$ cat src/rtl/regfile_write_buffer.sv
// Write-back queue in front of the 32x64 register array: in-order drain with
// one-hot update enables, plus newest-value forwarding for two read ports.
module regfile_write_buffer #(
    parameter int DEPTH = 4,
    parameter int CW    = $clog2(DEPTH + 1)
) (
    input  logic          clk,
    input  logic          reset,
    input  logic          in_valid,
    output logic          in_ready,
    input  logic [4:0]    in_addr,
    input  logic [63:0]   in_data,
    input  logic          drain_en,
    output logic [63:0]   wr_data,
    output logic [31:0]   wr_update,
    input  logic [4:0]    rd_addr_a,
    input  logic [4:0]    rd_addr_b,
    output logic          fwd_hit_a,
    output logic [63:0]   fwd_data_a,
    output logic          fwd_hit_b,
    output logic [63:0]   fwd_data_b,
    output logic [CW-1:0] count,
    output logic          empty,
    output logic          full
);

    localparam int PW = (DEPTH > 1) ? $clog2(DEPTH) : 1;

    logic [PW-1:0]    wr_ptr_q, wr_ptr_d;
    logic [PW-1:0]    rd_ptr_q, rd_ptr_d;
    logic [CW-1:0]    count_q, count_d;
    logic [4:0]       addr_q [DEPTH];
    logic [63:0]      data_q [DEPTH];
    logic             push, enq, pop;
    logic [DEPTH-1:0] slot_valid, match_a, match_b;

    assign empty    = (count_q == '0);
    assign full     = (count_q == CW'(DEPTH));
    assign in_ready = !full;
    assign count    = count_q;

    // Writes to the zero register are acknowledged but never queued.
    assign push = in_valid && in_ready;
    assign enq  = push && (in_addr != 5'd31);
    assign pop  = !empty && drain_en;

    always_comb begin
        wr_ptr_d = wr_ptr_q;
        rd_ptr_d = rd_ptr_q;
        count_d  = count_q;
        if (enq) begin
            wr_ptr_d = wr_ptr_q + PW'(1);
        end
        if (pop) begin
            rd_ptr_d = rd_ptr_q + PW'(1);
        end
        case ({enq, pop})
            2'b10:   count_d = count_q + CW'(1);
            2'b01:   count_d = count_q - CW'(1);
            default: count_d = count_q;
        endcase
    end

    always_ff @(posedge clk) begin
        if (reset) begin
            wr_ptr_q <= '0;
            rd_ptr_q <= '0;
            count_q  <= '0;
        end else begin
            wr_ptr_q <= wr_ptr_d;
            rd_ptr_q <= rd_ptr_d;
            count_q  <= count_d;
        end
    end

    always_ff @(posedge clk) begin
        if (enq) begin
            addr_q[wr_ptr_q] <= in_addr;
            data_q[wr_ptr_q] <= in_data;
        end
    end

    // A slot is live when its distance from the head is below the occupancy.
    for (genvar gi = 0; gi < DEPTH; gi++) begin : g_slot
        assign slot_valid[gi] = (CW'(PW'(gi) - rd_ptr_q) < count_q);
        assign match_a[gi]    = slot_valid[gi] && (addr_q[gi] == rd_addr_a) && (rd_addr_a != 5'd31);
        assign match_b[gi]    = slot_valid[gi] && (addr_q[gi] == rd_addr_b) && (rd_addr_b != 5'd31);
    end

    // Scan oldest to newest so the last match seen is the youngest write.
    always_comb begin
        fwd_hit_a  = 1'b0;
        fwd_data_a = '0;
        fwd_hit_b  = 1'b0;
        fwd_data_b = '0;
        for (int k = 0; k < DEPTH; k++) begin
            if (match_a[rd_ptr_q + PW'(k)]) begin
                fwd_hit_a  = 1'b1;
                fwd_data_a = data_q[rd_ptr_q + PW'(k)];
            end
            if (match_b[rd_ptr_q + PW'(k)]) begin
                fwd_hit_b  = 1'b1;
                fwd_data_b = data_q[rd_ptr_q + PW'(k)];
            end
        end
    end

    // Reset suppresses the array write even though the head is still present.
    assign wr_data   = empty ? '0 : data_q[rd_ptr_q];
    assign wr_update = (pop && !reset) ? ((32'd1 << addr_q[rd_ptr_q]) & 32'h7FFF_FFFF) : '0;

endmodule

$ cat config.mk
export PLATFORM = sky130hd
export DESIGN_NAME = regfile_write_buffer
export DESIGN_NICKNAME = d
export VERILOG_FILES = /design/src/rtl/regfile_write_buffer.sv
export SDC_FILE = /design/constraint.sdc
export NUM_CORES = 1
export LEC_CHECK = 0
export CORE_MARGIN = 8
export CORE_UTILIZATION = 40
export DETAILED_ROUTE_END_ITERATION = 16
export DONT_BUFFER_PORTS = 1
export SLEW_MARGIN = 20
export SYNTH_ARGS = -nofsm -noshare
export SYNTH_HDL_FRONTEND = slang
export SYNTH_SLANG_ARGS = --single-unit
export TNS_END_PERCENT = 100
$ cat constraint.sdc
create_clock -name clk -period 5.83 [get_ports clk]
set_clock_uncertainty 0.1 [all_clocks]
set_input_delay 0.583 -clock clk [delete_from_list [all_inputs] [get_ports clk]]
set_output_delay 0.583 -clock clk [all_outputs]
set_load 0.02 [all_outputs]
-- Word-level counts from Yosys, hierarchy flattened
Memory sizes are Yosys's and may differ from the RTL's. A register that Yosys moved wholly into a read port is not among the register bits.
Cells that the tools add are included.
- flip-flop bits (word level): 7
- RAM bits: 276
- output and inout port bits: 232
- logic and storage cells: 104
- memories: 2
- memories (name ; depth ; width ; rd ports ; clocked after Yosys merged registers in ; write ports ; RTL line ; RTL):
    data_q ; 4 ; 64 ; 4 ; 1 ; 1 ; 33 ; logic [63:0] data_q [DEPTH];
    addr_q ; 4 ; 5 ; 5 ; 1 ; 1 ; 32 ; logic [4:0] addr_q [DEPTH];
- $add $sub $neg: 10
- $lt $le $gt $ge: 8
- equality and inequality tests: 14
- shifts and indexed selects: 1
- muxes and demuxes: 41
- reductions and logical operators: 25
- operator list (cell ; count):
    $mux 64 ; 9
    $eq 5x5->1 ; 8
    $mux 31 ; 1
    $shl 1x5->31 const A ; 1
    $logic_and 1x1->1 ; 20
    $mux 1 ; 18
    $bmux 1 s2 ; 8
    $ne 5x5->1 const B ; 3
    $lt 2x3->1 const B ; 4
    $lt 3x3->1 ; 4
    $mux 2 ; 4
    $pmux 3 s2 ; 1
    $sub 1x2->3 const A ; 2
    $sub 2x2->3 const A ; 2
    $add 2x1->2 const B ; 2
    $add 2x2->2 const B ; 2
    $add 3x1->3 const B ; 1
    $eq 3x3->1 const B ; 1
    $logic_not 1->1 ; 3
    $logic_not 3->1 ; 1
    $sub 3x1->3 const B ; 1
    $eq 2x1->1 const B ; 1
    $eq 2x2->1 const B ; 1
    $reduce_bool 2->1 ; 1

-- Logic depth before layout (Yosys ltp)
- word-level depth: 10
- mapped depth: 15
- gate-level depth less buffers: 11

-- Worst setup path before layout
No wires, ideal clock.
- kind: register to output
- start: register rd_ptr_q[1]
- end: output fwd_data_b[36]
- arrival: 3.416 ns
- slack: 1.731 ns
- cell stages (with the launch flop): 15
- path buffers: 3
- cell sequence: dfxtp_1 -> clkbuf_1 -> inv_1 -> ha_1 -> buf_2 -> clkinv_1 -> ha_1 -> a21o_1 -> a31oi_1 -> nand4_1 -> mux4_2 -> nor2_4 -> buf_2 -> nand2_1 -> a31oi_1
- word-level cells in the longest chain between the ends: 10
- elaborated cells on any way between the ends: 32
- ends and longest elaborated chain (item ; RTL line ; RTL):
    start: declaration ; 30 ; logic [PW-1:0] rd_ptr_q, rd_ptr_d;
    start signal: assignment ; 71 ; rd_ptr_q <= rd_ptr_d;
    $sub 1x2->3 or $sub 2x2->3 (tied branches) ; 85 ; assign slot_valid[gi] = (CW'(PW'(gi) - rd_ptr_q) < count_q);
    $lt 3x3->1 ; 85 ;
    $logic_and 1x1->1 (2 in a row) ; 87 ; assign match_b[gi] = slot_valid[gi] && (addr_q[gi] == rd_addr_b) && (rd_addr_b != 5'd31);
    $bmux 1 s2 ; 101 ; if (match_b[rd_ptr_q + PW'(k)]) begin
    $mux 1 (not written as such) ; 101 ;
    $mux 64 (3 in a row) ; 101 ;
    $mux 64 (*) ; 101 ;
    end: declaration ; 21 ; output logic [63:0] fwd_data_b,
Mark *: on every way between the ends. The rest lies on a longest branch, timed or not. The select of a mux whose other input is x is not followed.

-- Final worst setup path
- start: register rd_ptr_q[1]
- end: output fwd_data_a[48]
- word-level cells in the longest chain between the ends: 10
- elaborated cells on any way between the ends: 32
- ends and longest elaborated chain (item ; RTL line ; RTL):
    $sub 1x2->3 or $sub 2x2->3 (tied branches) ; 85 ;
    $lt 3x3->1 ; 85 ;
    $logic_and 1x1->1 (2 in a row) ; 86 ; assign match_a[gi] = slot_valid[gi] && (addr_q[gi] == rd_addr_a) && (rd_addr_a != 5'd31);
    $bmux 1 s2 ; 97 ; if (match_a[rd_ptr_q + PW'(k)]) begin
    $mux 1 (not written as such) ; 97 ;
    $mux 64 (3 in a row) ; 97 ;
    $mux 64 (*) ; 97 ;
    end: declaration ; 19 ; output logic [63:0] fwd_data_a,
Marked as above.

==> impl_table.tex <==
\begin{tabular}{lr}
\hline
Metric & Value \\
\hline
\multicolumn{2}{l}{\textbf{Run status}} \\
Run status & complete, no violations \\
\multicolumn{2}{l}{\textbf{Synthesis}} \\
Synth Area in Compound Gates & 0.119 \\
Simple-gate area share of the yosys netlist & 0.0640 \\
Top cell type by total area after synthesis & sky130\_fd\_sc\_hd\_\_edfxtp\_1 \\
Share of the synthesized area in the top cell type & 0.427 \\
Share of the synthesized netlist area taken by xor and xnor gates & 0.0199 \\
Number of distinct library cells after synthesis & 42 \\
Synthesized instance count & around 1400 \\
Multiplexer share of the synthesized area & 0.312 \\
Nets in the synthesized netlist & 1483 \\
Fraction of registers with async set or reset after synthesis & 0 \\
Post-synthesis sequential element count & about 290 \\
Netlist area before placement & between 15000 and 20000 sq um \\
Synth area leaders & sky130\_fd\_sc\_hd\_\_edfxtp\_1, sky130\_fd\_sc\_hd\_\_mux4\_2, sky130\_fd\_sc\_hd\_\_o22ai\_1 \\
Post-Synth Adder-Cell Area & 0.0101 \\
Synth Flop Type & sky130\_fd\_sc\_hd\_\_edfxtp\_1 \\
Dominant combinational cell family by area after synthesis & multiplexers \\
Part of the Yosys area used for sequential elements & 0.437 \\
Yosys Warn Count & 0 \\
Mean instance size in the synthesized netlist & around 14 sq um \\
Number of flops mapped to enable cells by yosys & 276 \\
\multicolumn{2}{l}{\textbf{Worst setup path}} \\
Worst Path Class, Setup & register to primary output \\
Type of element capturing the critical path & primary output \\
Type of origin of the critical path & register \\
CP arrival & 4.71 ns \\
Peak fanout along the critical path & 33 \\
Worst EP required & 5.15 ns \\
\multicolumn{2}{l}{\textbf{Drt}} \\
Overall routed net length & approximately 62000 um \\
Via density & between 6 and 7 \\
Post-detailed-route count of antenna-violating nets & 0 \\
DR pass1 iterations & 5 \\
Final routed DRC violation total & 0 \\
Initial DRC count & $\sim$1500 \\
Average wire length per cell after detail routing & $\sim$30 um \\
Total number of vias & between 10000 and 15000 \\
\multicolumn{2}{l}{\textbf{Pwr}} \\
Total power density per cell area & 451 nW/um\^{}2 \\
Total Power Consumption & 10.2 mW \\
Worst voltage drop across the vdd grid & 0.415 mV \\
Leak Pwr & approximately 7.1 nW \\
\multicolumn{2}{l}{\textbf{Timing}} \\
Number of max-slew violations in the final report & 0 \\
Final Critical Period & 5.39 ns \\
F\_max & 185 MHz \\
RSZ-0062 raised after global routing & false \\
Tcrit/Tclk final & 0.925 \\
Endpoints failing hold & 0 \\
Setup\_tns & 0 ns \\
Worst Hold Slack & $\sim$0.32 ns \\
Slew of the pin with the lowest slew margin & approximately 1.1 ns \\
Setup WS post-layout & roughly 0.44 ns \\
Final number of setup-violating endpoints & 0 \\
Tightest slew margin relative to the limit & 0.292 \\
\multicolumn{2}{l}{\textbf{Clock network}} \\
Postcts setup bufs & 0 \\
Clock buffers created by TritonCTS & 31 \\
Maximum number of buffers from clock root to sink & 3 \\
Post-CTS Hold Buffers & 70 \\
Worst-skew pair later-pin latency & 0.56 ns \\
Number of clock sinks seen by CTS & roughly 290 \\
Clock tree root driver cell & sky130\_fd\_sc\_hd\_\_clkbuf\_16 \\
Number of gates resized after cts & 0 \\
\# H-tree levels & 1 \\
TritonCTS clock tree & yes \\
CTS clock-pin slew for the worst setup and hold paths & around 0.060 ns \\
\multicolumn{2}{l}{\textbf{Finish}} \\
Post-route cell area & between 20000 and 25000 sq um \\
Layout Nets & 1597 \\
Filler Cells Inserted & 4132 \\
FF/Latch Area & roughly 8500 sq um \\
Multi-input combinational cell area & a little over 10000 sq um \\
Core utilization of the finished layout & 0.473 \\
Count of placed standard cells in the final layout, fillers left out & $\sim$2100 \\
P\&R area growth vs syn & 16.7\% \\
Share of layout cells above drive strength 1 & 0.325 \\
\multicolumn{2}{l}{\textbf{Global routing}} \\
Met2 Usage GRT & 0.367 \\
Grt total ovfl & 0 \\
Global Route Usage Sum & 0.215 \\
Initial antenna violation count & 3 \\
Global-route wire length before repair & roughly 94000 um \\
Maximum number of pins on one net before global-route repair & roughly 140 \\
Most congested layer reported by global routing & met2 \\
Global Route met1 Usage & 0.271 \\
Global Route met3 Usage & 0.0459 \\
Number of global-route vias before repair & 14900 \\
\multicolumn{2}{l}{\textbf{Run}} \\
Max capacitance violation total & 0 \\
\multicolumn{2}{l}{\textbf{Placement}} \\
Detailed placer's ending HPWL & roughly 39000 um \\
Post-placement cell area & $\sim$21000 sq um \\
Inst Count DP & between 2000 and 2500 \\
Post-Place Worst Slack & 1.06 ns \\
Placer congestion estimate & between 0.8 and 0.9 \\
\# port buffers & 0 \\
\multicolumn{2}{l}{\textbf{Floorplanning}} \\
Area enclosed by the die boundary & roughly 56000 sq um \\
Die extent in y & around 240 um \\
Initial Util & 0.405 \\
Width of the die & approximately 240 um \\
Placeable core region & around 48000 sq um \\
Num ports & approximately 320 \\
Row cnt & 80 \\
\multicolumn{2}{l}{\textbf{Worst hold path}} \\
Path category of the worst min-delay check & input pin to register \\
\hline
\end{tabular}
[final timing paths]
| path | from | endpoint | cells past startpoint | slack [ns] |
|---|---|---|---|---|
| min | in_valid | wr_ptr_q[0] | 4 | 0.32 |
| max reg2reg | count[0] | data_q[3][23] | 6 | 2.24 |
| max | rd_ptr_q[1] | fwd_data_a[48] | 11 | 0.44 |
| min reg2reg | wr_ptr_q[1] | wr_ptr_q[1] | 2 | 0.47 |
[worst max-delay path: stages, from the launching register on]
cell	delay [ns]
sky130_fd_sc_hd__dfxtp_4	0.34
sky130_fd_sc_hd__buf_4	0.49
sky130_fd_sc_hd__ha_1	0.27
sky130_fd_sc_hd__ha_1	0.24
sky130_fd_sc_hd__a21o_1	0.18
sky130_fd_sc_hd__a31oi_1	0.29
sky130_fd_sc_hd__nand4_1	0.23
sky130_fd_sc_hd__mux4_4	0.70
sky130_fd_sc_hd__and2_2	0.54
sky130_fd_sc_hd__buf_12	0.32
sky130_fd_sc_hd__a21oi_1	0.28
sky130_fd_sc_hd__buf_4	0.20
[state kept, by name, summed over array words and instances (netlist names), named ones only]
| name | count |
|---|---|
| addr_q | 20 |
| count | 3 |
| data_q | 256 |
| rd_ptr_q | 2 |
| wr_ptr_q | 2 |
[where the power goes]
group | leakage, nW | internal [mW] | switching, mW
combinational | 3.89 | 2.27 | 3.00
clock | 0.557 | 1.37 | 0.815
sequential | 2.61 | 2.50 | 0.263
total | 7.05 | 6.14 | 4.08
[metal layers]
layer | part of all wire | vias to the layer above
met3 | 0.098 | 156
met4 | 0.026 | 0
met1 | 0.38 | 7527
met5 | 0 | -
met2 | 0.50 | 986
li1 | - | 6072
[cells by family (layout without fill, tap and decap cells)]
kind of cell | after synthesis | after routing
AO/OA/AOI/OAI | 369 | 369
flip-flops | 285 | 285
multiplexers | 270 | 270
AND/OR/NAND/NOR | 240 | 240
buffers and inverters | 161 | 299
XOR/XNOR | 44 | 44
adder cells (fa/ha/maj) | 15 | 15
other | 1 | 5
[cells in the mapped netlist (14+ instances only)]
master / count
sky130_fd_sc_hd__nand2_1: 65
sky130_fd_sc_hd__mux4_2: 267
sky130_fd_sc_hd__clkbuf_1: 70
sky130_fd_sc_hd__buf_2: 56
sky130_fd_sc_hd__xor2_1: 42
sky130_fd_sc_hd__nor2_1: 52
sky130_fd_sc_hd__a21oi_1: 105
sky130_fd_sc_hd__a22oi_1: 97
sky130_fd_sc_hd__nor2b_1: 69
sky130_fd_sc_hd__ha_1: 14
sky130_fd_sc_hd__a31oi_1: 32
sky130_fd_sc_hd__o22ai_1: 128
sky130_fd_sc_hd__edfxtp_1: 276
[cell type report]
type,count,share of cell area
timing repair buffer,229,0.0866
tap,615,0.0340
clock buffer,34,0.0348
inverter,13,0.00216
antenna,4,0.000442
clock inverter,23,0.0153
multi-input combinational,939,0.452
sequential,285,0.375
[placed cells by master, fill, tap and decap left out, types with 4 or more instances in the layout]
master and n:
sky130_fd_sc_hd__nor2_1 52, sky130_fd_sc_hd__and4_1 8, sky130_fd_sc_hd__o22ai_1 128, sky130_fd_sc_hd__nand2_1 65, sky130_fd_sc_hd__edfxtp_1 276, sky130_fd_sc_hd__buf_12 5
sky130_fd_sc_hd__a31oi_1 32, sky130_fd_sc_hd__and2_4 4, sky130_fd_sc_hd__a21oi_1 105, sky130_fd_sc_hd__nor2b_1 68, sky130_fd_sc_hd__clkbuf_16 31, sky130_fd_sc_hd__nor3_1 9
sky130_fd_sc_hd__nand4_1 10, sky130_fd_sc_hd__nand2b_1 4, sky130_fd_sc_hd__bufinv_16 9, sky130_fd_sc_hd__diode_2 4, sky130_fd_sc_hd__mux4_4 4, sky130_fd_sc_hd__clkinv_1 7
sky130_fd_sc_hd__dlygate4sd3_1 70, sky130_fd_sc_hd__ha_1 13, sky130_fd_sc_hd__dfxtp_4 4, sky130_fd_sc_hd__a22oi_1 97, sky130_fd_sc_hd__xor2_1 42, sky130_fd_sc_hd__clkinv_2 6
sky130_fd_sc_hd__inv_1 11, sky130_fd_sc_hd__dfxtp_1 5, sky130_fd_sc_hd__buf_4 153, sky130_fd_sc_hd__mux4_2 263
Note: power is estimated with default switching activity, not from simulation.
